### src/rtl/fetch_queue.sv
// Instruction fetch front end: a single-outstanding memory request engine that feeds a
// 2-entry {instr, pc, pc+4} FIFO in front of decode, with redirect flush and response drop.
module fetch_queue (
    input  logic        clk,
    input  logic        rst,
    input  logic [31:0] PC,
    input  logic [31:0] PCPlus4,
    input  logic        redirect,
    output logic        pc_en,
    output logic        imem_req,
    output logic [31:0] imem_addr,
    input  logic        imem_gnt,
    input  logic        imem_rvalid,
    input  logic [31:0] imem_rdata,
    output logic        valid_d,
    input  logic        ready_d,
    output logic [31:0] InstrD,
    output logic [31:0] PCD,
    output logic [31:0] PCPlus4D
);

    localparam logic [1:0]  IDLE     = 2'd0;
    localparam logic [1:0]  WAIT     = 2'd1;
    localparam logic [1:0]  DROP     = 2'd2;
    localparam logic [31:0] NopInstr = 32'h00000013;

    logic [1:0]  state_q, state_d;
    logic [1:0]  count_q, count_d;
    logic        wr_ptr_q, wr_ptr_d;
    logic        rd_ptr_q, rd_ptr_d;
    logic [31:0] pend_pc_q, pend_pcp4_q;
    logic [31:0] instr_q [2];
    logic [31:0] pc_q    [2];
    logic [31:0] pcp4_q  [2];
    logic        grant, push, pop;

    assign imem_req  = (state_q == IDLE) && (count_q < 2'd2) && !redirect;
    assign imem_addr = PC;
    assign grant     = imem_req & imem_gnt;
    assign pc_en     = redirect | grant;
    // A redirect in the response cycle kills the data as well as the queue.
    assign push      = (state_q == WAIT) & imem_rvalid & ~redirect;
    assign valid_d   = (count_q != 2'd0);
    assign pop       = valid_d & ready_d;

    always_comb begin
        state_d = state_q;
        case (state_q)
            IDLE: if (grant) state_d = WAIT;
            WAIT: begin
                if (imem_rvalid) begin
                    state_d = IDLE;
                end else if (redirect) begin
                    state_d = DROP;
                end
            end
            DROP: if (imem_rvalid) state_d = IDLE;
            default: state_d = IDLE;
        endcase
    end

    always_comb begin
        count_d  = count_q;
        wr_ptr_d = wr_ptr_q;
        rd_ptr_d = rd_ptr_q;
        if (redirect) begin
            count_d  = 2'd0;
            wr_ptr_d = 1'b0;
            rd_ptr_d = 1'b0;
        end else begin
            if (push) wr_ptr_d = ~wr_ptr_q;
            if (pop)  rd_ptr_d = ~rd_ptr_q;
            case ({push, pop})
                2'b10:   count_d = count_q + 2'd1;
                2'b01:   count_d = count_q - 2'd1;
                default: count_d = count_q;
            endcase
        end
    end

    always_ff @(posedge clk or negedge rst) begin
        if (!rst) begin
            state_q     <= IDLE;
            count_q     <= 2'd0;
            wr_ptr_q    <= 1'b0;
            rd_ptr_q    <= 1'b0;
            pend_pc_q   <= 32'd0;
            pend_pcp4_q <= 32'd0;
        end else begin
            state_q  <= state_d;
            count_q  <= count_d;
            wr_ptr_q <= wr_ptr_d;
            rd_ptr_q <= rd_ptr_d;
            if (grant) begin
                pend_pc_q   <= PC;
                pend_pcp4_q <= PCPlus4;
            end
        end
    end

    always_ff @(posedge clk or negedge rst) begin
        if (!rst) begin
            for (int i = 0; i < 2; i++) begin
                instr_q[i] <= 32'd0;
                pc_q[i]    <= 32'd0;
                pcp4_q[i]  <= 32'd0;
            end
        end else if (push) begin
            instr_q[wr_ptr_q] <= imem_rdata;
            pc_q[wr_ptr_q]    <= pend_pc_q;
            pcp4_q[wr_ptr_q]  <= pend_pcp4_q;
        end
    end

    always_comb begin
        InstrD   = NopInstr;
        PCD      = 32'd0;
        PCPlus4D = 32'd0;
        if (valid_d) begin
            InstrD   = instr_q[rd_ptr_q];
            PCD      = pc_q[rd_ptr_q];
            PCPlus4D = pcp4_q[rd_ptr_q];
        end
    end

    a_no_overflow: assert property (@(posedge clk) disable iff (!rst)
        !(push && count_q == 2'd2));

endmodule
### config.mk
export PLATFORM = sky130hd
export DESIGN_NAME = fetch_queue
export DESIGN_NICKNAME = d
export VERILOG_FILES = /design/src/rtl/fetch_queue.sv
export SDC_FILE = /design/constraint.sdc
export NUM_CORES = 1
export LEC_CHECK = 0
export CAP_MARGIN = 20
export CORE_AREA = 3 3 220 136
export DETAILED_ROUTE_END_ITERATION = 8
export DIE_AREA = 0 0 223 139
export GPL_TIMING_DRIVEN = 0
export PLACE_DENSITY = 0.72
export SYNTH_ARGS = -nofsm -noshare
export SYNTH_HDL_FRONTEND = slang
export SYNTH_SLANG_ARGS = --single-unit
### constraint.sdc
create_clock -name clk -period 2.5 [get_ports clk]
set_clock_uncertainty 0.15 [all_clocks]
set_input_delay 0.25 -clock clk [delete_from_list [all_inputs] [get_ports clk]]
set_output_delay 0.25 -clock clk [all_outputs]
set_load 0.01 [all_outputs]
==> flow_summary.toml <==
[synth]
synth-seq-cells = 262
synth.distinct_cells = 25
async_reset_ff_share_pct = 100
syn_nets = 923
netlist_area_um2 = 11500
synth_edf_count = 0
postSynthAreaPerCell_um2 = 14.0
yosysWarnings = 0
synthCells = 821
yosysSeqAreaShare_pct = 57.2
synth_ff_type = "dfrtp_1"

[worst_setup_path]
crit_arrival_ns = 1.99
crit_type = "flop to output port"
crit_fanout = 10
cp-end-kind = "output port"
critPathRequiredTime_ns = 2.10
start_kind = "flop"

[place]
place_hpwl_um = 18500
port_buffers = 231
dp_cells = 1429
dpl_cell_area_um2 = 14300
gp_congestion = 0.721
place_ws_ns = -0.627

[floorplanning]
die_w_um = 223
io_pins = 233
initial_core_util_pct = 40.6
dieArea_um2 = 31000
core_um2 = 28300
rows = 48
dieHeight_um = 139

[sta]
timing.final.ws_setup_ns = 0.108
finalSetupViolCount = 0
final_max_slew_viol_count = 0
fin_setup_tns_ns = 0
fmax_mhz = 418
fin_crit_ns = 2.39
hold-worst-slack_ns = 0.0561
worstMarginPinSlew_ns = 0.662
post-route-period-util_pct = 95.7
hold_viol_final = 0
relSlewSlack_pct = 55.8

[flow_run]
drv_cap = 0

[cells_and_area]
finalCoreUtilization_pct = 54.6
finalNonFillerCells = 1490
regArea_um2 = 6560
nets = 1197
layout-drive-gt1-share_pct = 36.3
final.fill_count = 2383
multi_input_area_um2 = 4420
syn_to_final_growth_pct = 34.6
fin_area_um2 = 15400

[detailed_routing]
drt-total-wl_um = 26400
drtIter0Drc = 298
num_vias = 7259
dr.pass1.iters = 4
wl_per_cell_um = 17.7
drc = 0
ant_nets = 0
via_per_inst = 4.87

[power]
power_leakage_nw = 7.16
powerDensity_nw_per_um2 = 799
fin_total_pwr_mw = 12.3
ir_worst_vdd_uv = 417

[clock_tree]
cts_max_level = 1
ctsRootBufferMaster = "clkbuf_16"
clockBufferDepth = 3
cts_buffers = 26
clk_latency_ns = 0.52
clk_pin_slew_ns = 0.06
cts_tree = "done"
clock_sinks = 262

[worst_hold_path]
hold_path.class = "input port to async pin"

[grt]
grt_pass1_wl_um = 42700
track_usage_pct = 17.0
grt_pass1_vias = 7758
antenna_found_initial = 1
grt_max_degree = 113
grt-ovfl-total = 0

[run_status]
outcome = "finished clean"
worst max-delay path, cell delays in order (launching register included):
cell and delay [ns]:
dfrtp_2 0.45, nor2_4 0.17, buf_6 0.13, clkbuf_8 0.15, buf_4 0.19, nor2_1 0.08, dlygate4sd2_1 0.29
what timing repair did:
item,in CTS,in global routing
endpoints found under the hold margin,268,0
resized for setup,160,15
buffers inserted,9,3
pin swaps,2,2
hold buffers,2,0
cloned,1,0
endpoints found under the setup margin,138,64
metal layers:
metal / vias to the layer above / part of all wire (%) / global-route usage (%) / wire, um
li1: 3376 / - / - / -
met5: - / 0 / 0 / 0
met2: 160 / 43 / 25.4 / 11300
met4: 0 / 1.8 / 3.41 / 477
met1: 3683 / 50 / 25.4 / 13200
met3: 40 / 5.0 / 3.77 / 1310
cells by family after synthesis:
family / count (synthesis) / share of synthesized area [%]
compound gates: 7 / 0.360
xor+xnor: 2 / 0.153
buf+inv: 83 / 4.65
flops: 262 / 57.2
mux: 352 / 33.5
simple gates: 115 / 4.18
path summary, 6_finish.rpt:
check                            startpoint               to  slack (ns)  cells past startpoint
worst max-delay path             count_q[1]           PCD[1]        0.11                      6
worst min-delay path                    rst       pcp4_q[19]        0.06                      2
worst max register to register   state_q[1]      instr_q[62]        0.12                      6
worst min register to register   pcp4_q[24]       pcp4_q[24]        0.35                      1
max in group asynchronous               rst    pend_pc_q[22]        1.28                      3
min in group clk                PCPlus4[23]  pend_pcp4_q[23]        0.18                      2
synth_stat cells, drive strengths merged, types with 2 or more instances:
master,count,area [um2]
mux2i,96,961
dfrtp,262,6560
o21ai,2,10.0
nor3b,2,20.0
and3b,2,17.5
nor2b,2,12.5
nand2,4,15.0
clkbuf,14,52.6
nand3b,2,15.0
nand2b,3,18.8
nor2,97,364
mux2,256,2880
a21oi,3,15.0
nor3,2,10.0
buf,68,477
power by group:
part           total [mW]  leakage, nW  internal [mW]  switching (mW)
registers            5.96         3.31           5.37           0.593
clock network        4.05        0.438           2.43            1.62
logic                2.32         3.42           1.47           0.848
cell type report:
class	count	area share [%]
clock inverter	9	0.794
buffer	80	4.45
timing repair buffer	248	15.6
tap	375	3.04
inverter	1	0.0243
clock buffer	38	4.97
sequential	262	42.5
multi-input combinational	476	28.6
antenna	1	0.0162
cells in the final DEF, fill, tap and decap left out, types with 4 or more instances in the layout:
cell | Yosys | routed
nor2_1 | 97 | 93
buf_6 | 9 | 15
dfrtp_1 | 262 | 260
clkinv_2 | 0 | 5
mux2_2 | 256 | 256
clkbuf_8 | 0 | 12
nand2_1 | 4 | 4
clkbuf_1 | 14 | 7
dlymetal6s2s_1 | 0 | 6
clkbuf_16 | 0 | 28
mux2i_1 | 96 | 96
buf_8 | 0 | 4
clkdlybuf4s50_1 | 0 | 136
clkbuf_2 | 0 | 4
dlygate4sd2_1 | 0 | 80
buf_2 | 21 | 16
clkdlybuf4s15_1 | 0 | 4
clkbuf_4 | 0 | 5
buf_4 | 34 | 44
registers in the layout, indices dropped and copies added (netlist names):
name,cells
instr_q,64
pc_q,64
pcp4_q,64
pend_pc_q,32
pend_pcp4_q,32
count_q,2
state_q,2
rd_ptr_q,1
wr_ptr_q,1
(Power assumes the default switching activity.)
